## config.mk

```make
export PLATFORM = sky130hd
export DESIGN_NAME = mc_controller_ext
export DESIGN_NICKNAME = d
export VERILOG_FILES = /design/src/rtl/mc_controller_ext.sv
export SDC_FILE = /design/constraint.sdc
export NUM_CORES = 1
export LEC_CHECK = 0
export ABC_AREA = 0
export BUFFER_PORTS_ARGS = -buffer_cell sky130_fd_sc_hd__buf_2
export CORE_MARGIN = 2
export CORE_UTILIZATION = 30
export CTS_BUF_LIST = sky130_fd_sc_hd__clkbuf_16
export DETAILED_ROUTE_END_ITERATION = 7
export SYNTH_ARGS = -nofsm -noshare
export SYNTH_HDL_FRONTEND = slang
export SYNTH_SLANG_ARGS = --single-unit
```

## constraint.sdc

```tcl
create_clock -name clk -period 1.8 [get_ports clk]
set_clock_uncertainty 0.05 [all_clocks]
set_input_delay 0.09 -clock clk [delete_from_list [all_inputs] [get_ports clk]]
set_output_delay 0.09 -clock clk [all_outputs]
set_load 0.05 [all_outputs]
```

## src/rtl/mc_controller_ext.sv

```systemverilog
// mc_controller_ext: multicycle RV32I-style control FSM.
// The state register and sticky illegal flag are clocked; all datapath
// controls are decoded from the current state plus op/funct/flag inputs.
// Optional feature: define MC_BRANCH_EXT_EN to enable bne/blt/bge/bltu/bgeu.
// Without it only beq is legal; other branch funct3 values trap in DECODE.
//
// state    | code | meaning
// FETCH    |  0   | read instruction, PC += 4 when memory is ready
// DECODE   |  1   | register read, ALUOut = OldPC + imm
// MEMADR   |  2   | compute load/store address
// MEMREAD  |  3   | load access, wait for memready
// MEMWB    |  4   | write load data to register file
// MEMWRITE |  5   | store access, wait for memready
// EXECUTER |  6   | register-register ALU operation
// EXECUTEI |  7   | register-immediate ALU operation
// ALUWB    |  8   | write ALUOut to register file
// JAL      |  9   | PC = target, ALUOut = OldPC + 4
// JALR     | 10   | compute rs1 + imm target
// JALRPC   | 11   | PC = target, ALUOut = OldPC + 4
// BRANCH   | 12   | compare, PC = target when taken
// LUI      | 13   | ALU = 0 + imm
// AUIPC    | 14   | ALU = OldPC + imm
// TRAP     | 15   | illegal instruction, hold until reset

module mc_controller_ext #(
    parameter int ALUCTRL_W = 4
) (
    input  logic                 clk,
    input  logic                 reset,
    input  logic [6:0]           op,
    input  logic [2:0]           funct3,
    input  logic                 funct7b5,
    input  logic                 zero,
    input  logic                 lt,
    input  logic                 ltu,
    input  logic                 memready,
    output logic [2:0]           immsrc,
    output logic [1:0]           alusrca,
    output logic [1:0]           alusrcb,
    output logic [1:0]           resultsrc,
    output logic                 adrsrc,
    output logic [ALUCTRL_W-1:0] alucontrol,
    output logic                 irwrite,
    output logic                 pcwrite,
    output logic                 regwrite,
    output logic                 memwrite,
    output logic                 memreq,
    output logic                 illegal,
    output logic [3:0]           state
);

    typedef enum logic [3:0] {
        S_FETCH    = 4'd0,
        S_DECODE   = 4'd1,
        S_MEMADR   = 4'd2,
        S_MEMREAD  = 4'd3,
        S_MEMWB    = 4'd4,
        S_MEMWRITE = 4'd5,
        S_EXECUTER = 4'd6,
        S_EXECUTEI = 4'd7,
        S_ALUWB    = 4'd8,
        S_JAL      = 4'd9,
        S_JALR     = 4'd10,
        S_JALRPC   = 4'd11,
        S_BRANCH   = 4'd12,
        S_LUI      = 4'd13,
        S_AUIPC    = 4'd14,
        S_TRAP     = 4'd15
    } state_t;

    typedef enum logic [1:0] {
        ALUOP_ADD   = 2'd0,
        ALUOP_SUB   = 2'd1,
        ALUOP_FUNCT = 2'd2
    } aluop_t;

    localparam logic [6:0] OP_LOAD   = 7'b0000011;
    localparam logic [6:0] OP_STORE  = 7'b0100011;
    localparam logic [6:0] OP_R      = 7'b0110011;
    localparam logic [6:0] OP_I      = 7'b0010011;
    localparam logic [6:0] OP_JAL    = 7'b1101111;
    localparam logic [6:0] OP_JALR   = 7'b1100111;
    localparam logic [6:0] OP_BRANCH = 7'b1100011;
    localparam logic [6:0] OP_LUI    = 7'b0110111;
    localparam logic [6:0] OP_AUIPC  = 7'b0010111;

    state_t     state_q;
    state_t     state_d;
    logic       illegal_q;
    aluop_t     aluop;
    logic [3:0] alu_code;
    logic       branch;
    logic       pcupdate;
    logic       taken;
    logic       branch_legal;
    logic       irwrite_raw;
    logic       regwrite_raw;
    logic       memwrite_raw;
    logic       memreq_raw;

    // Branch condition; the reduced build only understands beq.
`ifdef MC_BRANCH_EXT_EN
    always_comb begin
        taken        = 1'b0;
        branch_legal = 1'b1;
        case (funct3)
            3'b000:  taken = zero;
            3'b001:  taken = ~zero;
            3'b100:  taken = lt;
            3'b101:  taken = ~lt;
            3'b110:  taken = ltu;
            3'b111:  taken = ~ltu;
            default: taken = 1'b0;
        endcase
    end
`else
    logic unused_cmp;
    assign unused_cmp = lt ^ ltu;

    // Only funct3 000 can reach BRANCH; anything else is trapped in DECODE.
    always_comb begin
        taken        = (funct3 == 3'b000) & zero;
        branch_legal = (funct3 == 3'b000);
    end
`endif

    // State register and sticky trap flag.
    always_ff @(posedge clk or negedge reset) begin
        if (!reset) begin
            state_q   <= S_FETCH;
            illegal_q <= 1'b0;
        end else begin
            state_q <= state_d;
            if (state_d == S_TRAP) illegal_q <= 1'b1;
        end
    end

    // Next-state selection.
    always_comb begin
        state_d = state_q;
        case (state_q)
            S_FETCH:    if (memready) state_d = S_DECODE;
            S_DECODE: begin
                case (op)
                    OP_LOAD, OP_STORE: state_d = S_MEMADR;
                    OP_R:              state_d = S_EXECUTER;
                    OP_I:              state_d = S_EXECUTEI;
                    OP_JAL:            state_d = S_JAL;
                    OP_JALR:           state_d = S_JALR;
                    OP_BRANCH:         state_d = branch_legal ? S_BRANCH : S_TRAP;
                    OP_LUI:            state_d = S_LUI;
                    OP_AUIPC:          state_d = S_AUIPC;
                    default:           state_d = S_TRAP;
                endcase
            end
            S_MEMADR:   state_d = op[5] ? S_MEMWRITE : S_MEMREAD;
            S_MEMREAD:  if (memready) state_d = S_MEMWB;
            S_MEMWB:    state_d = S_FETCH;
            S_MEMWRITE: if (memready) state_d = S_FETCH;
            S_EXECUTER: state_d = S_ALUWB;
            S_EXECUTEI: state_d = S_ALUWB;
            S_ALUWB:    state_d = S_FETCH;
            S_JAL:      state_d = S_ALUWB;
            S_JALR:     state_d = S_JALRPC;
            S_JALRPC:   state_d = S_ALUWB;
            S_BRANCH:   state_d = S_FETCH;
            S_LUI:      state_d = S_ALUWB;
            S_AUIPC:    state_d = S_ALUWB;
            S_TRAP:     state_d = S_TRAP;
            default:    state_d = S_TRAP;
        endcase
    end

    // Per-state datapath controls; anything not set stays 0.
    always_comb begin
        alusrca      = 2'b00;
        alusrcb      = 2'b00;
        resultsrc    = 2'b00;
        adrsrc       = 1'b0;
        aluop        = ALUOP_ADD;
        branch       = 1'b0;
        pcupdate     = 1'b0;
        irwrite_raw  = 1'b0;
        regwrite_raw = 1'b0;
        memwrite_raw = 1'b0;
        memreq_raw   = 1'b0;
        case (state_q)
            S_FETCH: begin
                memreq_raw  = 1'b1;
                alusrcb     = 2'b10;
                resultsrc   = 2'b10;
                irwrite_raw = memready;
                pcupdate    = memready;
            end
            S_DECODE: begin
                alusrca = 2'b01;
                alusrcb = 2'b01;
            end
            S_MEMADR: begin
                alusrca = 2'b10;
                alusrcb = 2'b01;
            end
            S_MEMREAD: begin
                memreq_raw = 1'b1;
                adrsrc     = 1'b1;
            end
            S_MEMWB: begin
                resultsrc    = 2'b01;
                regwrite_raw = 1'b1;
            end
            S_MEMWRITE: begin
                memreq_raw   = 1'b1;
                memwrite_raw = 1'b1;
                adrsrc       = 1'b1;
            end
            S_EXECUTER: begin
                alusrca = 2'b10;
                aluop   = ALUOP_FUNCT;
            end
            S_EXECUTEI: begin
                alusrca = 2'b10;
                alusrcb = 2'b01;
                aluop   = ALUOP_FUNCT;
            end
            S_ALUWB:    regwrite_raw = 1'b1;
            S_JAL, S_JALRPC: begin
                alusrca  = 2'b01;
                alusrcb  = 2'b10;
                pcupdate = 1'b1;
            end
            S_JALR: begin
                alusrca = 2'b10;
                alusrcb = 2'b01;
            end
            S_BRANCH: begin
                alusrca = 2'b10;
                aluop   = ALUOP_SUB;
                branch  = 1'b1;
            end
            S_LUI: begin
                alusrca = 2'b11;
                alusrcb = 2'b01;
            end
            S_AUIPC: begin
                alusrca = 2'b01;
                alusrcb = 2'b01;
            end
            default: ;
        endcase
    end

    // ALU operation code; sub for funct3 000 only on R-type with funct7b5.
    always_comb begin
        alu_code = 4'd0;
        case (aluop)
            ALUOP_SUB: alu_code = 4'd1;
            ALUOP_FUNCT: begin
                case (funct3)
                    3'b000:  alu_code = (op[5] & funct7b5) ? 4'd1 : 4'd0;
                    3'b001:  alu_code = 4'd7;
                    3'b010:  alu_code = 4'd5;
                    3'b011:  alu_code = 4'd6;
                    3'b100:  alu_code = 4'd4;
                    3'b101:  alu_code = funct7b5 ? 4'd9 : 4'd8;
                    3'b110:  alu_code = 4'd3;
                    default: alu_code = 4'd2;
                endcase
            end
            default: alu_code = 4'd0;
        endcase
    end

    // Immediate format depends on the opcode only.
    always_comb begin
        case (op)
            OP_LOAD, OP_I, OP_JALR: immsrc = 3'b000;
            OP_STORE:               immsrc = 3'b001;
            OP_BRANCH:              immsrc = 3'b010;
            OP_JAL:                 immsrc = 3'b011;
            OP_LUI, OP_AUIPC:       immsrc = 3'b100;
            default:                immsrc = 3'b000;
        endcase
    end

    // Strobes are held off while reset is asserted.
    assign alucontrol = ALUCTRL_W'(alu_code);
    assign irwrite    = irwrite_raw & reset;
    assign pcwrite    = ((branch & taken) | pcupdate) & reset;
    assign regwrite   = regwrite_raw & reset;
    assign memwrite   = memwrite_raw & reset;
    assign memreq     = memreq_raw & reset;
    assign illegal    = illegal_q;
    assign state      = state_q;

endmodule

```

======== Word level (Yosys, flattened, before mapping) ========
Cells that the tools add are included.
W data, S select, Z words.
word-level totals
  output and inout bits ................... 24
  bits in registers ....................... 5
  bits of input ports ..................... 17
  word-level logic and storage cells ...... 82
operators by class
  reductions and logical operators ........ 15
  bitwise operators ....................... 9
  equal/unequal tests ..................... 33
  mux-type cells .......................... 23
operators by type and width
  cell                  count
  $eq A4 B4 Y1 const B  9
  $pmux W4 S9           1
  $pmux W4 S8           1
  $pmux W4 S7           1
  $eq A7 B6 Y1 const B  3
  $eq A7 B7 Y1 const B  3
  $eq A4 B3 Y1 const B  4
  $eq A7 B5 Y1 const B  2
  $mux W4               3
  $pmux W2 S2           3
  $pmux W3 S4           1
  $reduce_or A2 Y1      6
  $reduce_or A6 Y1      2
  $eq A3 B3 Y1 const B  3
  $reduce_or A3 Y1      3
  $and A1 B1 Y1         8
  $eq A4 B2 Y1 const B  2
  $mux W1               8
  $pmux W4 S2           1
  $eq A7 B2 Y1 const B  1
  $eq A3 B2 Y1 const B  2
  $pmux W2 S3           1
  $reduce_or A5 Y1      1
  $eq A4 B1 Y1 const B  1
  10 further kinds      10

======== Longest topological paths before layout ========
  depth after elaboration ................. 5
  gate-level depth with buffers ........... 8

======== Worst setup path before layout ========
No wires, ideal clock.
  kind .................................... reg-to-output
  start ................................... register state_q[3], in the netlist state[3]
  end ..................................... output port irwrite
  path buffers ............................ 2
  slack ................................... -1.618 ns
  required time ........................... 1.660 ns
  arrival ................................. 3.278 ns
  cell stages (with the launch flop) ...... 5
  cell sequence ........................... dfrtp_1 > clkbuf_1 > clkbuf_1 > nor4_1 > and3_1
between the ends
  cells in the longest elaborated chain, start to end .. 3
RTL lines
  element                 RTL line  RTL
  start, declared         87        state_t state_q;
  start signal, assigned  133       state_q <= state_d;
  $logic_not A4 Y1        187       case (state_q)
  $mux W1                 187
  $and A1 B1 Y1           287       assign irwrite = irwrite_raw & reset;
  end, declared           43        output logic irwrite,
Every way passes these cells.

======== Worst setup path after layout ========
  start ................................... register state_q[2], in the netlist state[2]
  end ..................................... output port alucontrol[2]
between the ends
  cells in the longest elaborated chain, start to end .. 5
  elaborated cells between the ends (all ways) .. 8
  classes of those cells .................. eq/ne: 5; mux: 2; reduce/logical: 1
RTL lines
  element                                              RTL line  RTL
  $eq A4 B3 Y1                                         187
  $reduce_or A2 Y1 (no line)                           n/a
  $pmux W2 S2 *                                        187
  $eq A2 B2 Y1 / $eq A2 B1 Y1 (equally long branches)  255       case (aluop)
  $pmux W4 S2 *                                        255
  end, declared                                        42        output logic [ALUCTRL_W-1:0] alucontrol,
Every way passes the cells marked *; elsewhere a longest branch is shown, timed or not.

==> results_dict.tcl <==
set metrics [dict create \
    design.core.area_um2 2780 \
    comb_power_share_pct 76.4 \
    ant_nets 0 \
    max_slew_margin_pct 73.7 \
    synth_nets 157 \
    r2r-start "state[3]" \
    nFillCells 256 \
    p_switching_w 0.00136 \
    hold_viol_final 0 \
    synthCells 138 \
    post-route-min-period_ns 1.77 \
    gp_congestion 0.808 \
    ios 41 \
    arrival_ns 1.63 \
    multi_input_area_um2 841 \
    diodes 0 \
    synth_largest_area_cell "dfrtp_1" \
    power_frac_seq_pct 8.7 \
    fin_crit_sh_pct 98.5 \
    worstMarginPinSlew_ns 0.385 \
    slew_viol_final 0 \
    core.rowCount 19 \
    dpl.hpwl_um 2210 \
    vdd_drop_max_v 0.00128 \
    critical_path_class "flip-flop to output pin" \
    status "completed" \
    ys_warn_count 0 \
    numCtsBuffers 3 \
    fmax_mhz 564 \
    nets 208 \
    finalInstanceArea_um2 1470 \
    ys_ff_latch 5 \
    layout-drive-gt1-share_pct 47.3 \
    reg2reg_depth 6 \
    synth_top_area_share_pct 14.0 \
    cp-end-kind "output pin" \
    clk_pin_slew_ns 0.03 \
    swShare_pct 55.3 \
    p_int_w 0.00110 \
    clockRootBuffer "clkbuf_16" \
    synth-edff-count 0 \
    start_util_pct 32.1 \
    final_util_pct 52.9 \
    synthFlopType "dfrtp_1" \
    netlist_top_cells_count "nand2_1 (14), nor2_1 (13), o21ai_0 (12)" \
    antenna_found_initial 0 \
    post-route-drc-count 0 \
    r2r-end "illegal" \
    vias 1206 \
    die_w_um 58.6 \
    holdWs_ns 0.197 \
    postSynthAreaPerCell_um2 6.47 \
    wl_per_cell_um 13.4 \
    grt_max_degree 15 \
    die-height_um 58.6 \
    synth_area_um2 893 \
    clkSinkCount 5 \
    synth_most_common_cell "nand2_1" \
    grt_pass1_vias 1081 \
    grt_pass1_wl_um 4850 \
    seq_area_frac_synth_pct 14.0 \
    synthArstFlopShare_pct 100 \
    die_area_um2 3430 \
    viasPerCell 5.51 \
    regArea_um2 130 \
    p_per_area_nw_per_um2 1670 \
    ff2ff_setup_slack_ns 0.11 \
    io_buffers 38 \
    clk_latency_ns 0.23 \
    firstDrtPassIters 5 \
    ys_types 42 \
    grt_remaining_overflow 0 \
    crit_fanout 4 \
    p_clk_share_pct 14.8 \
    synth_area_leaders "dfrtp_1 (14%), o21ai_0 (6.7%), nand2_1 (5.9%)" \
    syn2layout_area_growth_pct 64.7 \
    hp-class "primary input to asynchronous set/reset pin" \
    placed_cell_area_um2 1320 \
    tritoncts "built" \
    start_kind "flip-flop" \
    max_cap_violations 0 \
    crit_required_ns 1.66 \
    finalSetupViolations 0 \
    detail_route.iter0.violations 40 \
    rsz0062_at_grt "yes" \
    cts.htree.levels 1 \
    p_leak_nw 0.680 \
    cts_max_path_buffers 2 \
    grt_usage_pct 18.1 \
    drt-total-wl_um 2940 \
]
final cells by class:
| type | count | share of cell area, % |
|---|---|---|
| clock buffers | 3 | 5.10 |
| clock inverters | 1 | 0.255 |
| inverters | 7 | 1.79 |
| multi-input cells | 116 | 57.1 |
| flip-flops and latches | 5 | 8.84 |
| well taps | 31 | 2.64 |
| repair buffers | 56 | 24.2 |
metal layers:
| layer | vias to the layer above | routed length, um | GRT usage (%) |
|---|---|---|---|
| met5 | - | 0 | 0 |
| met4 | 0 | 21 | 2.60 |
| met3 | 6 | 230 | 5.93 |
| met2 | 45 | 1420 | 30.0 |
| met1 | 557 | 1260 | 23.4 |
| li1 | 598 | - | - |
cells in the final DEF, fill, tap and decap left out, types with 5 or more instances in the layout:
cell type  instances
a21oi_1            8
buf_2             31
buf_4             20
inv_1              8
nand2_1           13
nor2_1             9
nor3_1             5
o21ai_0           10
power groups by stage:
stage	Sequential (W)	Clock (W)	Combinational [W]
after global placement	0.000215	0	0.00175
after CTS	0.000215	0.000369	0.00184
after floorplan	0.000342	0	0.00131
final	0.000215	0.000364	0.00188
after global routing	0.000222	0.000383	0.00200
after detailed placement	0.000219	0	0.00178
how the worst max path moves through the flow:
stage / startpoint / endpoint / slack (ns) / cells after the start
floorplan: state[3] / alucontrol[3] / -0.33 / 7
global placement: state[3] / alucontrol[3] / 0.09 / 6
detailed placement: state[3] / alucontrol[3] / 0.06 / 6
CTS: state[0] / memreq / 0.0006 / 6
global route: state[2] / alucontrol[2] / -0.04 / 6
finish: state[2] / alucontrol[2] / 0.03 / 6
sequential cells by signal (all words and copies together) (netlist names):
register	cells
state	4
illegal	1
metrics by stage:
| stage | setup slack (ns) | power, W | std cells | setup TNS (ns) |
|---|---|---|---|---|
| final | 0.0276 | 0.00246 | 219 | 0 |
| after detailed placement | 0.0622 | 0.00200 | 211 | 0 |
| after floorplan | -0.325 | 0.00165 | 138 | -1.43 |
| after global routing | -0.0370 | 0.00261 | 219 | -0.0818 |
| after global placement | 0.0922 | 0.00197 | 211 | 0 |
| after CTS | 0.000621 | 0.00242 | 218 | 0 |
cells by family after synthesis:
kind of cell               Yosys count  share of synthesized area (%)
and+or+nand+nor                     66                           38.5
AOI/OAI and AO/OA                   43                           31.9
buffers and inverters               17                           7.28
DFF                                  5                           14.0
muxes                                3                           3.50
xor gates and xnor gates             2                           1.96
adders and majority gates            2                           2.80
timing repair:
item	4_1_cts	5_1_grt
endpoints found under the setup margin	4	6
resized for setup	8	8
hold buffers	1	0
pin swaps	2	1
endpoints found under the hold margin	5	0
setup buffers	2	1
worst max-delay path, cell delays in order (launching register included):
cell and delay (ns):
dfrtp_2 0.42, nor2b_4 0.14, and2_4 0.16, ha_4 0.21, nand2b_4 0.17, nor3_4 0.13
buf_6 0.18
No activity file was read; power rests on OpenSTA's default activity.
